## src/rtl/vga_timing_gen.sv

```systemverilog
// Raster timing source: pixel-rate divider, h/v counters, registered syncs and visible-window flag.
// Latency: sync/bright are registered from the next counter values, so they line up with hCount/vCount.
// Backpressure: none; the block free-runs after reset.
module vga_timing_gen #(
    parameter int CLK_DIV   = 4,
    parameter int H_SYNC    = 96,
    parameter int H_BACK    = 48,
    parameter int H_VISIBLE = 640,
    parameter int H_FRONT   = 16,
    parameter int V_SYNC    = 2,
    parameter int V_BACK    = 33,
    parameter int V_VISIBLE = 480,
    parameter int V_FRONT   = 10
) (
    input  logic       clk,
    input  logic       reset,
    output logic [9:0] hCount,
    output logic [9:0] vCount,
    output logic       hSync,
    output logic       vSync,
    output logic       bright,
    output logic       pixel_tick,
    output logic       frame_start
);
    localparam int H_TOTAL = H_SYNC + H_BACK + H_VISIBLE + H_FRONT;
    localparam int V_TOTAL = V_SYNC + V_BACK + V_VISIBLE + V_FRONT;
    localparam int DW      = (CLK_DIV > 1) ? $clog2(CLK_DIV) : 1;

    localparam logic [DW-1:0] DIV_LAST = DW'(CLK_DIV - 1);
    localparam logic [DW-1:0] DIV_ONE  = DW'(1);
    localparam logic [9:0] H_LAST   = 10'(H_TOTAL - 1);
    localparam logic [9:0] V_LAST   = 10'(V_TOTAL - 1);
    localparam logic [9:0] H_SYNC_W = 10'(H_SYNC);
    localparam logic [9:0] V_SYNC_W = 10'(V_SYNC);
    localparam logic [9:0] H_VIS_LO = 10'(H_SYNC + H_BACK);
    localparam logic [9:0] H_VIS_HI = 10'(H_SYNC + H_BACK + H_VISIBLE);
    localparam logic [9:0] V_VIS_LO = 10'(V_SYNC + V_BACK);
    localparam logic [9:0] V_VIS_HI = 10'(V_SYNC + V_BACK + V_VISIBLE);

    logic [DW-1:0] div_q, div_d;
    logic [9:0]    h_cnt_q, h_cnt_d;
    logic [9:0]    v_cnt_q, v_cnt_d;
    logic          hsync_q, hsync_d;
    logic          vsync_q, vsync_d;
    logic          bright_q, bright_d;
    logic          tick_q, tick_d;
    logic          fstart_q, fstart_d;
    logic          adv;

    always_comb begin
        adv      = (div_q == DIV_LAST);
        div_d    = adv ? '0 : div_q + DIV_ONE;
        h_cnt_d  = h_cnt_q;
        v_cnt_d  = v_cnt_q;
        tick_d   = adv;
        fstart_d = 1'b0;
        if (adv) begin
            if (h_cnt_q == H_LAST) begin
                h_cnt_d = '0;
                if (v_cnt_q == V_LAST) begin
                    v_cnt_d  = '0;
                    fstart_d = 1'b1;
                end else begin
                    v_cnt_d = v_cnt_q + 10'd1;
                end
            end else begin
                h_cnt_d = h_cnt_q + 10'd1;
            end
        end
        // Derived from the next counts so renderers see syncs/bright aligned with the counters.
        hsync_d  = (h_cnt_d >= H_SYNC_W);
        vsync_d  = (v_cnt_d >= V_SYNC_W);
        bright_d = (h_cnt_d >= H_VIS_LO) && (h_cnt_d < H_VIS_HI) &&
                   (v_cnt_d >= V_VIS_LO) && (v_cnt_d < V_VIS_HI);
    end

    always_ff @(posedge clk or posedge reset) begin
        if (reset) begin
            div_q    <= '0;
            h_cnt_q  <= '0;
            v_cnt_q  <= '0;
            hsync_q  <= 1'b0;
            vsync_q  <= 1'b0;
            bright_q <= 1'b0;
            tick_q   <= 1'b0;
            fstart_q <= 1'b0;
        end else begin
            div_q    <= div_d;
            h_cnt_q  <= h_cnt_d;
            v_cnt_q  <= v_cnt_d;
            hsync_q  <= hsync_d;
            vsync_q  <= vsync_d;
            bright_q <= bright_d;
            tick_q   <= tick_d;
            fstart_q <= fstart_d;
        end
    end

    assign hCount      = h_cnt_q;
    assign vCount      = v_cnt_q;
    assign hSync       = hsync_q;
    assign vSync       = vsync_q;
    assign bright      = bright_q;
    assign pixel_tick  = tick_q;
    assign frame_start = fstart_q;
endmodule

```

## config.mk

```make
export PLATFORM = sky130hd
export DESIGN_NAME = vga_timing_gen
export DESIGN_NICKNAME = d
export VERILOG_FILES = /design/src/rtl/vga_timing_gen.sv
export SDC_FILE = /design/constraint.sdc
export NUM_CORES = 1
export LEC_CHECK = 0
export BUFFER_PORTS_ARGS = -buffer_cell sky130_fd_sc_hd__clkbuf_2
export CAP_MARGIN = 40
export CORE_MARGIN = 2
export CORE_UTILIZATION = 30
export CTS_BUF_LIST = sky130_fd_sc_hd__clkbuf_16
export DETAILED_ROUTE_END_ITERATION = 8
export GPL_TIMING_DRIVEN = 0
export SYNTH_ARGS = -nofsm -noshare
export SYNTH_HDL_FRONTEND = slang
export SYNTH_SLANG_ARGS = --single-unit
```

## constraint.sdc

```tcl
create_clock -name clk -period 5.9 [get_ports clk]
set_clock_uncertainty 0.15 [all_clocks]
set_input_delay 0.885 -clock clk [delete_from_list [all_inputs] [get_ports clk]]
set_output_delay 0.885 -clock clk [all_outputs]
set_load 0.005 [all_outputs]
```

# Yosys cells after proc, flatten, opt, wreduce, memory -nomap -nowiden
# Index checks and enable logic that the tools add are counted.
# word_totals
reg_bits	27
in_bits	2
output_inout_bits	25
word_cells	32
# classes
n_addsub	3
n_lt_le_gt_ge	6
n_eq_ne	3
muxes	9
reduce_logical	3
# ops
op	n
$mux W10	5
$add A10 B1 Y10 const B	2
$eq A10 B10 Y1 const B	2
$lt A10 B10 Y1 const B	2
$ge A10 B2 Y1 const B	1
$ge A10 B6 Y1 const B	1
$ge A10 B7 Y1 const B	1
$ge A10 B8 Y1 const B	1
$logic_and A1 B1 Y1	3
$mux W1	3
$add A2 B1 Y2 const B	1
$eq A2 B2 Y1 const B	1
$mux W2	1

# Longest topological paths before layout
# Gate-level depths: netlist (run 1).
# logic_depth
depth_word	7
mapped_depth	10
mapped_depth_nobuf	9

# Worst setup path before layout (run 1)
# No wires, ideal clock.
# synth_path
kind	reg2reg
startpoint	register h_cnt_q[0] (netlist: hCount[0])
endpoint	register bright_q (netlist: bright)
setup_time_ns	0.082
arrival_ns	2.655
t_required_ns	5.668
setup_slack_ns	3.013
stages_incl_launch_ff	10
path_buffers	1
synth_period_minus_slack_ns	2.887
cell_sequence	dfrtp_1 > ha_1 > nand3_1 > or3_4 > buf_6 > a221o_1 > nor4b_4 > o221ai_2 > or4_1 > a31oi_1
# synth_between
word_cells_on_any_way	13
classes_between	1 x add/sub; 4 x order compare; 1 x eq/ne; 4 x mux; 3 x reduce/logical
# synth_rtl
element	line_no	source
start, declared	41	logic [9:0] h_cnt_q, h_cnt_d;
start signal, assigned	89	h_cnt_q <= h_cnt_d;
$eq A10 B10 Y1 (*)	58	if (h_cnt_q == H_LAST) begin
$mux W10 (*)	58	
$mux W10 (*)	57	if (adv) begin
via v_cnt_d[2]	42	logic [9:0] v_cnt_q, v_cnt_d;
$ge A10 B6 Y1	74	(v_cnt_d >= V_VIS_LO) && (v_cnt_d < V_VIS_HI);
$logic_and A1 B1 Y1	73	bright_d = (h_cnt_d >= H_VIS_LO) && (h_cnt_d < H_VIS_HI) &&
$logic_and A1 B1 Y1 (*)	74	
via bright_d	45	logic bright_q, bright_d;
end signal, assigned	93	bright_q <= bright_d;
end, declared	45	
# The timed path passes the listed nets; every way through them passes the cells marked *.

# Final worst setup path (run 1)
# Ends and elaborated chain as after synthesis.

==> results of run 1 <==
critical path, delay by kind of cell, from the launching register on:
kind                     cells  cell delay, ns
AO/OA/AOI/OAI                3            0.70
adder cells (fa/ha/maj)      1            0.22
buffers and inverters        1            0.14
flip-flops                   1            0.41
AND/OR/NAND/NOR              4            1.46
registers in the layout, indices dropped and copies added, names as in the netlist:
name,cells
hCount,10
frame_start,1
bright,1
hSync,1
vSync,1
vCount,10
div_q,2
pixel_tick,1
per-layer routing:
| metal | global-route usage [%] | wire length (µm) | part of all wire, % |
|---|---|---|---|
| met1 | 19.6 | 1550 | 48 |
| met2 | 21.2 | 1530 | 47 |
| met3 | 2.81 | 156 | 4.8 |
| met4 | 3.57 | 30 | 0.92 |
| met5 | 0 | 0 | 0 |
layout make-up:
type | instances | share of cell area, %
Clock buffer | 3 | 4.09
Sequential cell | 27 | 36.8
Buffer | 5 | 3.96
Clock inverter | 1 | 0.273
Multi-Input combinational cell | 107 | 39.8
Inverter | 8 | 1.64
Tap cell | 67 | 4.57
Timing Repair Buffer | 28 | 8.87
how the worst max path moves through the flow:
| stage | endpoint | slack (ns) | cells after the start |
|---|---|---|---|
| 2_1_floorplan | bright$_DFF_PP0_ | 3.01 | 9 |
| 3_3_place_gp | bright$_DFF_PP0_ | 2.72 | 10 |
| 3_5_place_dp | bright$_DFF_PP0_ | 2.71 | 9 |
| 4_1_cts | bright$_DFF_PP0_ | 2.66 | 9 |
| 5_1_grt | bright$_DFF_PP0_ | 2.44 | 10 |
| 6_report | bright$_DFF_PP0_ | 2.73 | 9 |
cell usage in the layout (no fill, tap or decap), types with 4 or more instances in the layout:
master / netlist / routed
nand2_1: 15 / 15
clkbuf_2: 0 / 27
dfrtp_1: 27 / 27
nand4_1: 6 / 6
ha_1: 4 / 4
xnor2_1: 7 / 7
a21oi_1: 5 / 5
inv_1: 8 / 8
nand3_1: 7 / 7
o21ai_0: 4 / 4
nor3_1: 6 / 6
nor2_1: 9 / 9
cell families after synthesis:
kind of cell	synth area share [%]
buffers and inverters	6.81
muxes	0.747
DFF	44.8
adders and majority gates	3.32
xor gates and xnor gates	5.81
and+or+nand+nor	27.3
AOI/OAI and AO/OA	11.2
where the power goes:
group | total, mW | switching [mW] | internal (mW)
logic | 0.00614 | 0.00404 | 0.00210
registers | 0.185 | 0 | 0.185
clock network | 0.154 | 0.0629 | 0.0915
==> metrics.md, run 1 <==
| Metric | Value |
|---|---|
| R2R depth | 9 |
| Most frequent cell after synthesis | dfrtp_1 |
| Hold Path Class | register to register |
| Pre-CTS setup slack | 2.71 ns |
| Multi-input gate area | 729 µm² |
| Core area | 4790 µm² |
| Grt total ovfl | 0 |
| Final Setup Violations | 0 |
| Design Area, Final | 1830 µm² |
| Post-cts resize count | 0 |
| Critical Path Fanout Max | 8 |
| Overall power | 346 µW |
| Io pins | 27 |
| Synth top area cells | dfrtp_1, xnor2_1, nand2_1 |
| Crit path time final | 3.17 ns |
| Final WS setup | 2.73 ns |
| Syn avg cell area | 10.3 µm² |
| CP Class | register to register |
| Worst-Skew Late Latency | 0.26 ns |
| Initial DRC count | 48 |
| Reg2reg end | bright$_DFF_PP0_ |
| Fraction of layout cells with a size suffix above 1 | 26.8% |
| Worst-case clock buffer depth | 2 |
| Number of nets in the layout | 186 |
| CP startpoint | hCount[0]$_DFF_PP0_ |
| Main synth FF type | dfrtp_1 |
| CTS buffer count | 3 |
| Outcome | complete, no violations |
| Syn Inst Count | 147 |
| RSZ-0062 raised after global routing | false |
| Hold WS | 0.281 ns |
| Pleak | 0.827 nW |
| Final Cycle Share | 53.8% |
| Tot GR Track Use | 13.7% |
| Fin. Hold Viols | 0 |
| Ant. Diodes | 0 |
| Yosys warns | 0 |
| Synth cell count leaders | dfrtp_1, nand2_1, nor2_1 |
| Placed cell areas | 1750 µm² |
| Worst Hold Launch | div_q[0]$_DFF_PP0_ |
| GP Congestion | 0.824 |
| DRC viols | 0 |
| Buffers on Ports | 26 |
| R2R Setup Slk | 2.73 ns |
| Worst-path cell chain | ha_1, nand3_1, or3_4, buf_6, a221o_1, nor4b_4, o221ai_2, or4_1, a31oi_1 |
| Wire length of the first global-routing pass | 5.96 mm |
| Max Freq | 315 MHz |
| Initial DRT Pass Iterations | 4 |
| Data arrival, critical path | 3.20 ns |
| Post-synth EDFFs | 0 |
| Syn-to-layout area delta | 21.7% |
| Post-CTS Setup Bufs | 0 |
| Mapped Area | 1510 µm² |
| Distinct cells, synth | 48 |
| Area leader, netlist | dfrtp_1 |
| Startpoint types | register |
| Cells after DPL | 241 |
| Register bit total from synthesis | 27 |
| Critical Path Max Stage Delay | 0.45 ns |
| Worst-path clk slew | 0.07 ns |
| Setup TNS Final | 0 ns |
| H-tree Lvls | 1 |
| WL final | 3.27 mm |
| Largest net degree at the start of global routing | 17 |
| Clock sinks | 27 |
| Cell Rows | 25 |
| WHS Endpoint | div_q[0]$_DFF_PP0_ |
| RR Startpoint | hCount[0]$_DFF_PP0_ |
| Hold Buf Count CTS | 0 |
| Hold path depth | 1 |
| Worst vdd ir | 0.000145 V |
| Hpwl dp | 2.49 mm |
| Slew @ Worst Pin | 0.682 ns |
| Routed via count | 1210 |
| Critical Path End Type | register |
| Initial antenna violation count | 0 |
| Worst path required time | 5.93 ns |
| Vias in the first global route | 1202 |
| Ys async rst share | 100% |
| Die Height | 74.9 µm |
| Max-cap viol count | 0 |
| Synthesized Nets | 153 |
| Slew HR | 54.1% |
| Antenna Nets Post-Route | 0 |
| Crit-path slowest cell | or3_4 |
| CTS tree | yes |
| Die area | 5610 µm² |
| Reg area | 676 µm² |
| Vias per inst | 4.92 |
| Finished Core Util | 38.3% |
| Drt wl/cell | 13.3 µm |
| Initial Util | 31.5% |
| Pwr dens | 188 nW/µm² |
| Die extent in x | 74.9 µm |
| Fillers | 507 |
| Non-filler cells, final | 246 |
| Sequential cell area fraction in the yosys report | 44.8% |
| Top-area cell type share of the netlist area | 44.8% |
| Max Slew Vio Count | 0 |
| Clk root buf | clkbuf_16 |
Power figures use the tool's default switching activity.
==> inputs of run 2 (changes only) <==
Clock period 5.9 ns to 2.91 ns, I/O delays scaled along.
==> metrics.md, run 2 (synthesis results as in run 1) <==
| Metric | Value |
|---|---|
| Worst-case clock buffer depth | 2 (unchanged) |
| Final Setup Violations | 0 (unchanged) |
| Max Slew Vio Count | 0 (unchanged) |
| RSZ-0062 raised after global routing | true |
| Fin. Hold Viols | 0 (unchanged) |
| CTS tree | yes |
| Initial DRC count | 58 (+21%) |
| Die extent in x | 74.9 µm (unchanged) |
| Clock sinks | 27 (unchanged) |
| Routed via count | 1282 (+6.0%) |
| Commonest non-fill, non-tap cell in the layout | clkbuf_2 |
| Core area | 4790 µm² (unchanged) |
| Fillers | 492 (-3.0%) |
| Worst vdd ir | 0.000296 V (+100%) |
| DRC viols | 0 (unchanged) |
| Non-filler cells, final | 262 (+6.5%) |
| Slew HR | 62.3% (+8.2 points) |
| Buffers on Ports | 26 (unchanged) |
| Initial Util | 31.5% (unchanged) |
| Critical Path Max Stage Delay | 0.43 ns (-0.02 ns) |
| Design Area, Final | 2010 µm² (+9.6%) |
| Antenna Nets Post-Route | 0 (unchanged) |
| Hold Path Class | input pin to asynchronous set/reset pin |
| Initial DRT Pass Iterations | 4 (unchanged) |
| Pwr dens | 350 nW/µm² (+86%) |
| CP Class | register to register |
| Max-cap viol count | 0 (unchanged) |
| Clock share of power | 44.9% (+0.2 points) |
| Fraction of layout cells with a size suffix above 1 | 39.0% (+12 points) |
| Switching share of power | 19.7% (+0.35 points) |
| Final Cycle Share | 96.6% (+43 points) |
| Max Freq | 356 MHz (+13%) |
| Pleak | 0.892 nW (+7.9%) |
| Clk root buf | clkbuf_16 |
| Worst path required time | 2.94 ns (-2.99 ns) |
| Syn-to-layout area delta | 33.4% |
| H-tree Lvls | 1 (unchanged) |
| Cell Rows | 25 (unchanged) |
| Most frequent cells in the layout | clkbuf_2, dfrtp_1, buf_4, nand2_1, nor2_1 |
| Tot GR Track Use | 14.8% (+1.1 points) |
| Wire length of the first global-routing pass | 6.41 mm (+7.5%) |
| Hold Buf Count CTS | 0 (unchanged) |
| Outcome | complete, no violations |
| RR Startpoint | hCount[7]$_DFF_PP0_ |
| Critical Path End Type | register |
| Pre-CTS setup slack | -0.285 ns (-2.99 ns) |
| Data arrival, critical path | 2.84 ns (-0.36 ns) |
| Startpoint types | register |
| Initial antenna violation count | 0 (unchanged) |
| Die Height | 74.9 µm (unchanged) |
| Largest net degree at the start of global routing | 17 (unchanged) |
| Placed cell areas | 1750 µm² (unchanged) |
| Final WS setup | 0.0976 ns (-2.63 ns) |
| WL final | 3.61 mm (+10%) |
| Slew @ Worst Pin | 0.565 ns (-0.117 ns) |
| Ant. Diodes | 0 (unchanged) |
| Hpwl dp | 2.49 mm (unchanged) |
| Critical Path Fanout Max | 7 (-1) |
| Crit path time final | 2.81 ns (-0.359 ns) |
| Drt wl/cell | 13.8 µm (+3.7%) |
| Grt total ovfl | 0 (unchanged) |
| CTS buffer count | 3 (unchanged) |
| Worst-path clk slew | 0.07 ns (about the same) |
| Sequential share of power | 53.3% (-0.2 points) |
| Vias per inst | 4.89 (-0.52%) |
| Crit-path slowest cell | dfrtp_1 |
| Worst-path cell chain | nand3b_2, or3_4, a221o_1, nor4b_4, o221ai_2, or4_1, a31oi_1 |
| Die area | 5610 µm² (unchanged) |
| Cells after DPL | 241 (unchanged) |
| Worst-Skew Late Latency | 0.26 ns (about the same) |
| Vias in the first global route | 1297 (+7.9%) |
| Logic pwr share | 1.8% (about the same) |
| CP startpoint | hCount[7]$_DFF_PP0_ |
| Io pins | 27 (unchanged) |
| Psw | 139 µW (+110%) |
| Pint | 565 µW (+100%) |
| GP Congestion | 0.824 (unchanged) |
| Number of nets in the layout | 202 (+8.6%) |
-- run 2: cell count changes in the layout (fill, tap and decap cells not counted), sizes merged --
| cell | delta |
|---|---|
| buf | +17 |
| clkdlybuf4s15 | -1 |
-- run 2: critical path: cells and delay by family (launching register included) --
kind,cells,cell delay [ns]
compound gates,3,0.70
flops,1,0.43
simple gates,4,1.46
-- run 2: stage by stage --
step	TNS, ns	utilization, %	total power [mW]	hold slack, ns
floorplan	0	-	0.388	0.253
global placement	-0.267	36.0	0.391	0.270
detailed placement	-0.285	36.5	0.396	0.277
CTS	0	41.3	0.719	0.0665
global route	-0.0743	42.0	0.732	0.103
finish	0	42.0	0.704	0.0484
-- run 2: what timing repair did --
item                                    4_1_cts  5_1_grt
endpoints found under the setup margin        1        1
endpoints found under the hold margin         0        0
pin swaps                                     8        9
gates resized for setup                      11        4
setup buffers                                16        3
-- run 2: routing by layer --
layer / GRT usage (%) / vias up / wire length [µm]
met1: 20.7 / 616 / 1790
met2: 23.7 / 21 / 1670
met5: 0 / - / 0
met3: 2.81 / 4 / 116
li1: - / 641 / -
met4: 3.57 / 0 / 34
-- run 2: area by class of cell --
type | instances | area, µm² | share of cell area (%)
plain buffers | 2 | 38.8 | 1.93
clock buffers | 3 | 75.1 | 3.73
clock inverters | 1 | 5.00 | 0.249
inverters | 8 | 30.0 | 1.49
multi-input cells | 107 | 791 | 39.3
flip-flops and latches | 27 | 682 | 33.9
well taps | 67 | 83.8 | 4.17
repair buffers | 47 | 305 | 15.2
-- run 2: worst paths after layout --
path | cells after the start | slack (ns) | end
setup / recovery | 7 | 0.1 | bright$_DFF_PP0_
setup reg to reg | 7 | 0.1 | bright$_DFF_PP0_
hold / removal | 2 | 0.05 | vSync$_DFF_PP0_
hold reg to reg | 1 | 0.29 | div_q[0]$_DFF_PP0_
min in group clk | 1 | 0.29 | div_q[0]$_DFF_PP0_
max in group asynchronous | 3 | 2.08 | hCount[5]$_DFF_PP0_
-- run 2: power groups by stage --
stage	Sequential, mW	Clock, mW	Combinational [mW]
after floorplan	0.382	0	0.00556
after global placement	0.382	0	0.00855
after detailed placement	0.382	0	0.0136
after CTS	0.375	0.331	0.0135
after global routing	0.375	0.343	0.0150
final	0.375	0.316	0.0125
==> inputs of run 3 (changes only) <==
Clock period 2.91 ns to 3.4 ns, I/O delays scaled along.
==> metrics.md, run 3 (synthesis results as in run 1) <==
| Metric | Value |
|---|---|
| Max Freq | 322 MHz (-9.4%) |
| RSZ-0062 raised after global routing | false |
| Worst-path clk slew | 0.07 ns (about the same) |
| Non-filler cells, final | 247 (-5.7%) |
| Critical Path End Type | register |
| Overall power | 599 µW (-15%) |
| Slew @ Worst Pin | 0.721 ns (+0.156 ns) |
| Slew HR | 51.5% (-11 points) |
| Hpwl dp | 2.49 mm (unchanged) |
| CTS tree | yes |
| Pwr dens | 325 nW/µm² (-7.3%) |
| Antenna Nets Post-Route | 0 (unchanged) |
| Worst vdd ir | 0.000250 V (-16%) |
| Fin. Hold Viols | 0 (unchanged) |
| Cells after DPL | 241 (unchanged) |
| Tot GR Track Use | 13.7% (-1.1 points) |
| Fillers | 507 (+3.0%) |
| Die area | 5610 µm² (unchanged) |
| Worst-path cell chain | ha_1, nand3_2, or3_4, buf_6, a221o_1, nor4b_4, o221ai_2, or4_1, a31oi_1 |
| Crit path time final | 3.10 ns (+0.291 ns) |
| Initial Util | 31.5% (unchanged) |
| Critical Path Fanout Max | 8 (+1) |
| Pleak | 0.831 nW (-6.8%) |
| CTS buffer count | 3 (unchanged) |
| WL final | 3.30 mm (-8.6%) |
| Grt total ovfl | 0 (unchanged) |
| Routed via count | 1214 (-5.3%) |
| Critical Path Max Stage Delay | 0.42 ns (about the same) |
| Number of nets in the layout | 187 (-7.4%) |
| Die Height | 74.9 µm (unchanged) |
| Initial DRC count | 46 (-21%) |
| Clk root buf | clkbuf_16 |
| Worst-case clock buffer depth | 2 (unchanged) |
| Worst-Skew Late Latency | 0.26 ns (about the same) |
| H-tree Lvls | 1 (unchanged) |
| Startpoint types | register |
| Initial antenna violation count | 0 (unchanged) |
| Final Setup Violations | 0 (unchanged) |
| Max-cap viol count | 0 (unchanged) |
| Clock sinks | 27 (unchanged) |
| Outcome | complete, no violations |
| Core area | 4790 µm² (unchanged) |
| Reg area | 676 µm² (-0.92%) |
| Multi-input gate area | 734 µm² (-7.1%) |
| Final Cycle Share | 91.3% (-5.4 points) |
| Worst path required time | 3.43 ns (+0.49 ns) |
| DRC viols | 0 (unchanged) |
| Hold Buf Count CTS | 0 (unchanged) |
| Max Slew Vio Count | 0 (unchanged) |
| Syn-to-layout area delta | 22.5% |
| Cell Rows | 25 (unchanged) |
| GP Congestion | 0.824 (unchanged) |
| Finished Core Util | 38.6% (-3.4 points) |
| Crit-path slowest cell | or3_4 |
| Wire length of the first global-routing pass | 5.96 mm (-7.0%) |
| Setup TNS Final | 0 ns (unchanged) |
| Buffers on Ports | 26 (unchanged) |
| Data arrival, critical path | 3.13 ns (+0.29 ns) |
| Largest net degree at the start of global routing | 17 (unchanged) |
| Vias per inst | 4.91 (+0.45%) |
| Vias in the first global route | 1202 (-7.3%) |
| Initial DRT Pass Iterations | 5 (+1) |
| Io pins | 27 (unchanged) |
| Fraction of layout cells with a size suffix above 1 | 27.8% (-11 points) |
| R2R Setup Slk | 0.30 ns (+0.20 ns) |
| Hold Path Class | input pin to asynchronous set/reset pin |
| Die extent in x | 74.9 µm (unchanged) |
| Most frequent cells in the layout | dfrtp_1, clkbuf_2, nand2_1, nor2_1, inv_1 |
| Ant. Diodes | 0 (unchanged) |
| Drt wl/cell | 13.3 µm (-3.1%) |
| CP Class | register to register |
## run 3: changes by cell type in the layout (fill, tap and decap cells not counted), sizes merged
cell           previous run  this run
buf                      22         6
clkdlybuf4s15             0         1
## run 3: where the power goes
part           switching, mW  internal (mW)
Clock                  0.109          0.159
Combinational        0.00701        0.00365
Sequential                 0          0.321
Total                  0.116          0.483
## run 3: worst max-delay path, delay by kind of cell (launching register included)
kind	cells	cell delay, ns
AO/OA/AOI/OAI	3	0.70
adder cells (fa/ha/maj)	1	0.25
buffers and inverters	1	0.14
flip-flops	1	0.41
AND/OR/NAND/NOR	4	1.37
## run 3: path summary, 6_finish.rpt
check,startpoint,to,cells after the start
max,hCount[0]$_DFF_PP0_,bright$_DFF_PP0_,9
min,reset,vSync$_DFF_PP0_,2
max reg2reg,hCount[0]$_DFF_PP0_,bright$_DFF_PP0_,9
min reg2reg,div_q[0]$_DFF_PP0_,div_q[0]$_DFF_PP0_,1
max in group asynchronous,reset,hCount[9]$_DFF_PP0_,3
min in group clk,div_q[0]$_DFF_PP0_,div_q[0]$_DFF_PP0_,1
## run 3: stage by stage
stage | instance area, µm² | hold slack [ns] | setup WS, ns
detailed placement | 1750 | 0.277 | 0.205
CTS | 1830 | 0.140 | 0.161
floorplan | 1510 | 0.253 | 0.513
finish | 1850 | 0.123 | 0.297
global placement | 1720 | 0.270 | 0.223
global route | 1850 | 0.174 | 0.0560
## run 3: repair_timing
item,CTS,global route
buffers inserted,0,1
gates resized for setup,0,1
hold endpoints to repair,0,0
setup endpoints to repair,0,1
## run 3: routing by layer
layer  up-vias  wire length (µm)  share of wire (%)  track usage (%)
met2        32              1510                 46             21.2
met1       567              1620                 49             19.6
met4         0                34                1.0             3.57
li1        611                 -                  -                -
met5         -                 0                  0                0
met3         4               138                4.2             2.81
## run 3: cell type report
class | count | share of cell area (%)
plain buffers | 5 | 3.93
clock buffers | 3 | 4.07
clock inverters | 1 | 0.271
inverters | 8 | 1.63
multi-input cells | 107 | 39.8
flip-flops and latches | 27 | 36.6
well taps | 67 | 4.54
repair buffers | 29 | 9.21
